`config.mk`:
```
export PLATFORM = sky130hd
export DESIGN_NAME = mpu_result_collector_flat
export DESIGN_NICKNAME = d
export VERILOG_FILES = /design/src/rtl/mpu_result_collector_if.sv /design/src/rtl/mpu_result_collector.sv /design/src/flat_wrapper.sv
export SDC_FILE = /design/constraint.sdc
export NUM_CORES = 1
export LEC_CHECK = 0
export ABC_AREA = 1
export ABC_CLOCK_PERIOD_IN_PS = 15500
export CORE_ASPECT_RATIO = 0.5
export CORE_MARGIN = 2
export CORE_UTILIZATION = 56
export DETAILED_ROUTE_END_ITERATION = 8
export PLACE_DENSITY = 0.85
export SYNTH_ARGS = -nofsm -noshare
export SYNTH_HDL_FRONTEND = slang
export SYNTH_SLANG_ARGS = --single-unit
export TNS_END_PERCENT = 10
```
`constraint.sdc`:
```
create_clock -name clk -period 15.5 [get_ports clk]
set_input_delay 1.55 -clock clk [delete_from_list [all_inputs] [get_ports clk]]
set_output_delay 1.55 -clock clk [all_outputs]
set_load 0.1 [all_outputs]
```
`src/rtl/mpu_result_collector_if.sv`:
```
// Register-file write port of the MPU result collector: valid/ready handshake plus
// destination row, column and element.
interface mpu_result_collector_if #(
   parameter int unsigned IOW        = 2,
   parameter int unsigned JOW        = 2,
   parameter int unsigned DATA_WIDTH = 32
);
   logic                  reg_write_out;
   logic [IOW-1:0]        reg_i_out;
   logic [JOW-1:0]        reg_j_out;
   logic [DATA_WIDTH-1:0] reg_element_out;
   logic                  reg_ready_in;

   modport master (
      output reg_write_out,
      output reg_i_out,
      output reg_j_out,
      output reg_element_out,
      input  reg_ready_in
   );

   modport slave (
      input  reg_write_out,
      input  reg_i_out,
      input  reg_j_out,
      input  reg_element_out,
      output reg_ready_in
   );
endinterface

```
`src/rtl/mpu_result_collector.sv`:
```
// Collects per-cell FMA results into a pending buffer and drains them round-robin to the
// register file. Optional index transpose is enabled by MPU_COLLECTOR_TRANSPOSE_EN.
module mpu_result_collector #(
   parameter int unsigned ROWS       = 3,
   parameter int unsigned COLS       = 3,
   parameter int unsigned DATA_WIDTH = 32,
   localparam int unsigned IW        = $clog2(ROWS + 1),
   localparam int unsigned JW        = $clog2(COLS + 1)
) (
   input  logic                            clk,
   input  logic                            rst,
   input  logic                            start_in,
   input  logic [IW-1:0]                   m_size_in,
   input  logic [JW-1:0]                   n_size_in,
`ifdef MPU_COLLECTOR_TRANSPOSE_EN
   input  logic                            transpose_in,
`endif
   input  logic [ROWS*COLS-1:0]            ready_in,
   input  logic [ROWS*COLS*DATA_WIDTH-1:0] result_in,
   input  logic                            error_in,
   mpu_result_collector_if.master          wr,
   output logic                            busy_out,
   output logic                            finished_out,
   output logic                            error_out
);

   localparam int unsigned N  = ROWS * COLS;
   localparam int unsigned KW = (N > 1) ? $clog2(N) : 1;
   localparam int unsigned CW = IW + JW;
`ifdef MPU_COLLECTOR_TRANSPOSE_EN
   localparam int unsigned IOW = (IW > JW) ? IW : JW;
   localparam int unsigned JOW = IOW;
`else
   localparam int unsigned IOW = IW;
   localparam int unsigned JOW = JW;
`endif

   typedef enum logic [1:0] {StIdle, StCollect, StDone} state_e;

   state_e                state_q, state_d;
   logic [IW-1:0]         m_q, m_d;
   logic [JW-1:0]         n_q, n_d;
   logic [N-1:0]          pend_q, pend_d;
   logic [DATA_WIDTH-1:0] data_q [N];
   logic [DATA_WIDTH-1:0] data_d [N];
   logic [KW-1:0]         grant_q, grant_d;
   logic [CW-1:0]         cnt_q, cnt_d;
   logic                  wv_q, wv_d;
   logic [IOW-1:0]        wi_q, wi_d;
   logic [JOW-1:0]        wj_q, wj_d;
   logic [DATA_WIDTH-1:0] we_q, we_d;
   logic                  err_q, err_d;
   logic                  fin_q, fin_d;
   logic                  busy_q, busy_d;
`ifdef MPU_COLLECTOR_TRANSPOSE_EN
   logic                  tr_q, tr_d;
`endif

   logic          start_ok, accept, slot_free, pop, found;
   logic [KW-1:0] sel;
   logic [CW-1:0] target;
   logic [IOW-1:0] sel_i;
   logic [JOW-1:0] sel_j;

   assign start_ok  = (m_size_in != '0) && (m_size_in <= IW'(ROWS)) &&
                      (n_size_in != '0) && (n_size_in <= JW'(COLS));
   assign accept    = wv_q && wr.reg_ready_in;
   assign slot_free = !wv_q || wr.reg_ready_in;
   assign pop       = (state_q == StCollect) && slot_free && found;
   assign target    = CW'(m_q) * CW'(n_q);

   // Round-robin: lowest pending cell at or after last_grant+1, wrapping.
   always_comb begin
      found = 1'b0;
      sel   = '0;
      for (int off = 1; off <= int'(N); off++) begin
         if (!found && pend_q[KW'((int'(grant_q) + off) % int'(N))]) begin
            found = 1'b1;
            sel   = KW'((int'(grant_q) + off) % int'(N));
         end
      end
   end

`ifdef MPU_COLLECTOR_TRANSPOSE_EN
   always_comb begin
      sel_i = IOW'(int'(sel) / int'(COLS));
      sel_j = JOW'(int'(sel) % int'(COLS));
      if (tr_q) begin
         sel_i = IOW'(int'(sel) % int'(COLS));
         sel_j = JOW'(int'(sel) / int'(COLS));
      end
   end
`else
   assign sel_i = IOW'(int'(sel) / int'(COLS));
   assign sel_j = JOW'(int'(sel) % int'(COLS));
`endif

   always_comb begin
      state_d = state_q;
      m_d     = m_q;
      n_d     = n_q;
      pend_d  = pend_q;
      data_d  = data_q;
      grant_d = grant_q;
      cnt_d   = cnt_q;
      wv_d    = wv_q;
      wi_d    = wi_q;
      wj_d    = wj_q;
      we_d    = we_q;
      err_d   = err_q;
`ifdef MPU_COLLECTOR_TRANSPOSE_EN
      tr_d    = tr_q;
`endif
      unique case (state_q)
         StIdle: begin
            wv_d = 1'b0;
            if (start_in) begin
               if (start_ok) begin
                  state_d = StCollect;
                  m_d     = m_size_in;
                  n_d     = n_size_in;
                  pend_d  = '0;
                  cnt_d   = '0;
                  err_d   = 1'b0;
`ifdef MPU_COLLECTOR_TRANSPOSE_EN
                  tr_d    = transpose_in;
`endif
               end else begin
                  state_d = StDone;
                  err_d   = 1'b1;
               end
            end
         end
         StCollect: begin
            if (error_in) err_d = 1'b1;
            if (accept) cnt_d = cnt_q + CW'(1);
            if (slot_free) begin
               wv_d = found;
               if (found) begin
                  pend_d[sel] = 1'b0;
                  we_d        = data_q[sel];
                  wi_d        = sel_i;
                  wj_d        = sel_j;
                  grant_d     = sel;
               end
            end
            // Capture after the pop so a same-cycle re-pulse of the popped cell stays pending.
            for (int k = 0; k < int'(N); k++) begin
               if (ready_in[KW'(k)]) begin
                  if (!((k / int'(COLS) < int'(m_q)) && (k % int'(COLS) < int'(n_q)))) begin
                     err_d = 1'b1;
                  end else if (pend_q[KW'(k)] && !(pop && (sel == KW'(k)))) begin
                     err_d = 1'b1;
                  end else begin
                     pend_d[KW'(k)] = 1'b1;
                     data_d[KW'(k)] = result_in[k*DATA_WIDTH +: DATA_WIDTH];
                  end
               end
            end
            if (accept && ((cnt_q + CW'(1)) == target)) state_d = StDone;
         end
         StDone: begin
            wv_d    = 1'b0;
            state_d = StIdle;
         end
         default: state_d = StIdle;
      endcase
      fin_d  = (state_d == StDone);
      busy_d = (state_d != StIdle);
   end

   always_ff @(posedge clk or negedge rst) begin
      if (!rst) begin
         state_q <= StIdle;
         m_q     <= '0;
         n_q     <= '0;
         pend_q  <= '0;
         grant_q <= KW'(N - 1);
         cnt_q   <= '0;
         wv_q    <= 1'b0;
         wi_q    <= '0;
         wj_q    <= '0;
         we_q    <= '0;
         err_q   <= 1'b0;
         fin_q   <= 1'b0;
         busy_q  <= 1'b0;
`ifdef MPU_COLLECTOR_TRANSPOSE_EN
         tr_q    <= 1'b0;
`endif
      end else begin
         state_q <= state_d;
         m_q     <= m_d;
         n_q     <= n_d;
         pend_q  <= pend_d;
         grant_q <= grant_d;
         cnt_q   <= cnt_d;
         wv_q    <= wv_d;
         wi_q    <= wi_d;
         wj_q    <= wj_d;
         we_q    <= we_d;
         err_q   <= err_d;
         fin_q   <= fin_d;
         busy_q  <= busy_d;
`ifdef MPU_COLLECTOR_TRANSPOSE_EN
         tr_q    <= tr_d;
`endif
      end
   end

   // Payload storage is qualified by pend_q, so it needs no reset.
   always_ff @(posedge clk) begin
      data_q <= data_d;
   end

   assign wr.reg_write_out   = wv_q;
   assign wr.reg_i_out       = wi_q;
   assign wr.reg_j_out       = wj_q;
   assign wr.reg_element_out = we_q;
   assign busy_out           = busy_q;
   assign finished_out       = fin_q;
   assign error_out          = err_q;

endmodule
```
`src/flat_wrapper.sv`:
```
// flat-port wrapper written by rule: the top's interface ports become plain ports
module mpu_result_collector_flat 
#(
   parameter int unsigned ROWS       = 3,
   parameter int unsigned COLS       = 3,
   parameter int unsigned DATA_WIDTH = 32,
   localparam int unsigned IW        = $clog2(ROWS + 1),
   localparam int unsigned JW        = $clog2(COLS + 1)
)
  (clk, rst, start_in, m_size_in, n_size_in, ready_in, result_in, error_in, busy_out, finished_out, error_out, wr_reg_write_out, wr_reg_i_out, wr_reg_j_out, wr_reg_element_out, wr_reg_ready_in);
  mpu_result_collector_if #(.DATA_WIDTH(DATA_WIDTH)) wr_i ();
  input  logic clk;
  input  logic rst;
  input  logic start_in;
  input  logic [IW-1:0] m_size_in;
  input  logic [JW-1:0] n_size_in;
  input  logic [ROWS*COLS-1:0] ready_in;
  input  logic [ROWS*COLS*DATA_WIDTH-1:0] result_in;
  input  logic error_in;
  output logic busy_out;
  output logic finished_out;
  output logic error_out;
  output wire logic [$bits(wr_i.reg_write_out)-1:0] wr_reg_write_out;
  output wire logic [$bits(wr_i.reg_i_out)-1:0] wr_reg_i_out;
  output wire logic [$bits(wr_i.reg_j_out)-1:0] wr_reg_j_out;
  output wire logic [$bits(wr_i.reg_element_out)-1:0] wr_reg_element_out;
  input wire logic [$bits(wr_i.reg_ready_in)-1:0] wr_reg_ready_in;
  assign wr_reg_write_out = wr_i.reg_write_out;
  assign wr_reg_i_out = wr_i.reg_i_out;
  assign wr_reg_j_out = wr_i.reg_j_out;
  assign wr_reg_element_out = wr_i.reg_element_out;
  assign wr_i.reg_ready_in = wr_reg_ready_in;
  mpu_result_collector #(.ROWS(ROWS), .COLS(COLS), .DATA_WIDTH(DATA_WIDTH)) u_core (.clk(clk), .rst(rst), .start_in(start_in), .m_size_in(m_size_in), .n_size_in(n_size_in), .ready_in(ready_in), .result_in(result_in), .error_in(error_in), .wr(wr_i), .busy_out(busy_out), .finished_out(finished_out), .error_out(error_out));
endmodule
```
==> metrics <==
status=finished clean; Seq/Total Area, Yosys=between 50 and 60%; commonest non-fill, non-tap cell in the layout=nand2_1; Worst-path clk slew=about 60 ps; CTS Buffer Depth=3; # placed instances=2364; Net Count, Synth=about 2.1k; count of final hold-check violations=0; TNS Setup=0 ps; DR iter-0 viols=~1.6k; post-DP HPWL=34440 µm; input/output buffers=312; IO Pins=approximately 350; Area contributors post-synth=edfxtp_1 46%, dfrtp_1 9.4%, nand2_1 7.1%, nand3_1 4.8%, nor2_1 4.5%; Final Non-Filler Cells=roughly 2.4k; critical path type=register to register; Post-synth top flop=edfxtp_1; WL per Instance=21.44 µm; unrepaired setup endpoints after global routing=no; Fillers=approximately 2.0k; FF/Latch Area=approximately 0.009 mm²; CTS tree=yes; Ys Warns=0; fraction of registers with async set/reset=approximately a fifth; core area=a little under 0.03 mm²; antenna violations before repair=8; CTS Hold Buffers Added=0; post-cts resize count=0; Placer Congestion=between 0.9 and 1; GR Util All Layers=about a third; Overflow after GRT=0; 1st-pass router iterations=5; final setup fails=0; Cell Area, Synth=about 0.017 mm²; post-route antenna net violation count=0; Slew @ Worst Pin=1110 ps; fin crit share=54.02%; Max Cap Violations=0; area growth from synthesis to layout=26.97%; crit-path max cell delay=just under 800 ps; CP max-delay cell=dfrtp_1; Starting Density=a little under three fifths; Avg Inst Size Synth=9.751 µm²; die area=around 0.031 mm²; vias in the first global route=14.05k; Setup Fix Bufs, Post-CTS=0; Worst EP required=15720 ps; clock sinks=319; Worst setup EP type=register; Post-Layout Inst Area=0.02106 mm²; synthesized flop and latch total=about 320; Max Slew Vio Count=0; via count=14.23k; number of synthesized flops with an enable pin=around 260; crit path max fanout=just under 70; Die Ht=around 130 µm; Post-DP Area=about 0.02 mm²; first-pass GRT wire length=just under 80000 µm; area share of the largest cell type after synthesis=approximately 46%; FP Rows=44; Root Buffer=clkbuf_16; share of layout cells above drive strength 1=under 10%; Nets=about 2.4k; Rel. slew slack=about 26%; largest net degree at the start of global routing=slightly below 70; routed wire length=about 52000 µm; Cell variety after synth=55; startpoint types=register; cell taking the most area after synthesis=edfxtp_1; Via density=between 5 and 6; clk_lat worst skew=~560 ps; CTS buffer count=30; WP data arrival=approximately 8600 ps; Hold Crit Class=register to register; footprint of the multi-input gates=roughly 0.0065 mm²; H-tree lvl count=1; hold slack=between 400 and 500 ps; Die X=247.4 µm; Worst Clk Skew=about 18 ps; Syn Inst Count=~1.7k; fmax=119.4 MHz; commonest non-fill, non-tap cells in the layout=315 x nand2_1, 311 x clkdlybuf4s50_1, 256 x edfxtp_1, 194 x nor2_1, 160 x nand3_1; # DRC=0; Final min period=about 8400 ps
==> critical path: cells and delay by family, from the launching register on <==
kind / cells / cell delay (ps)
buf+inv: 6 / 1990
simple gates: 22 / 3480
xor+xnor: 1 / 240
compound gates: 1 / 340
flops: 1 / 790
fa+ha+maj: 3 / 1170
==> registers in the layout (all words and copies together), names as in the netlist <==
signal	count
u_core.state_q	2
u_core.pend_q	9
u_core.m_q	2
u_core.grant_q	4
u_core.wr.reg_j_out	2
u_core.error_out	1
u_core.data_q	256
u_core.wr.reg_element_out	32
u_core.finished_out	1
u_core.busy_out	1
u_core.cnt_q	4
u_core.wr.reg_write_out	1
u_core.n_q	2
u_core.wr.reg_i_out	2
==> kinds of logic (layout without fill, tap and decap cells) <==
family	Yosys count	count (layout)	synth area share (%)
mux	1	1	0.06788
simple gates	820	820	22.64
buf+inv	205	533	5.190
other cells	0	8	0
flops	319	319	55.86
xor+xnor	35	35	1.893
fa+ha+maj	59	59	4.450
compound gates	262	262	9.897
==> cells in the mapped netlist (3+ instances only) <==
| cell | n |
|---|---|
| nor2_1 | 201 |
| o21ai_2 | 5 |
| a31oi_1 | 21 |
| inv_2 | 18 |
| nand2_1 | 315 |
| or2_0 | 22 |
| o22ai_1 | 33 |
| nor3_1 | 15 |
| o31ai_1 | 11 |
| o221ai_1 | 6 |
| o2111ai_1 | 29 |
| nand3b_1 | 7 |
| nand4_1 | 12 |
| buf_6 | 5 |
| edfxtp_1 | 256 |
| nor2_2 | 5 |
| nand3_2 | 4 |
| dfrtp_1 | 62 |
| a21oi_1 | 24 |
| xnor2_1 | 9 |
| o211ai_1 | 14 |
| inv_1 | 131 |
| clkbuf_1 | 22 |
| nand2_4 | 5 |
| ha_1 | 59 |
| xor2_1 | 25 |
| buf_2 | 20 |
| or2_2 | 6 |
| o21ai_0 | 71 |
| buf_4 | 7 |
| o21ai_1 | 36 |
| o21a_1 | 3 |
| nand3_1 | 160 |
| or2_1 | 31 |
| nand2_2 | 27 |
==> path summary, 6_finish.rpt <==
| path | endpoint | slack [ps] | startpoint | depth (start not counted) |
|---|---|---|---|---|
| worst max-delay path | u_core.data_q[244] | 7130 | u_core.grant_q[1] | 33 |
| worst min-delay path | u_core.cnt_q[3] | 480 | u_core.cnt_q[3] | 2 |
| worst max register to register | u_core.data_q[244] | 7130 | u_core.grant_q[1] | 33 |
| worst min register to register | u_core.cnt_q[3] | 480 | u_core.cnt_q[3] | 2 |
| max in group asynchronous | u_core.wr.reg_element_out[2] | 13780 | rst | 1 |
| min in group asynchronous | u_core.wr.reg_write_out | 1140 | rst | 1 |
==> through the flow <==
stage          setup WS (ps)  util, %
2_1_floorplan           7871        -
3_3_place_gp            7409    69.06
3_5_place_dp            7289    69.06
4_1_cts                 7263    72.38
5_1_grt                 6507    72.44
6_report                7126    72.45
==> area by class of cell <==
class / instances / share of cell area, %
Sequential cell: 319 / 43.99
Multi-Input combinational cell: 1177 / 30.97
Timing Repair Buffer: 327 / 15.35
Clock buffer: 48 / 4.076
Inverter: 150 / 2.685
Tap cell: 391 / 2.323
Clock inverter: 8 / 0.5050
Antenna cell: 8 / 0.09506
==> per-layer routing <==
| metal | up-vias | global-route usage [%] | share of wire [%] |
|---|---|---|---|
| li1 | 6508 | - | - |
| met1 | 6818 | 42.26 | 38 |
| met2 | 750 | 56.74 | 49 |
| met3 | 156 | 4.433 | 7.8 |
| met4 | 2 | 15.11 | 4.9 |
| met5 | - | 0 | 0.025 |
Power is left out: the tool's default activity adds up to more than one toggle a clock period on the data nets, which glitch-free logic cannot reach.
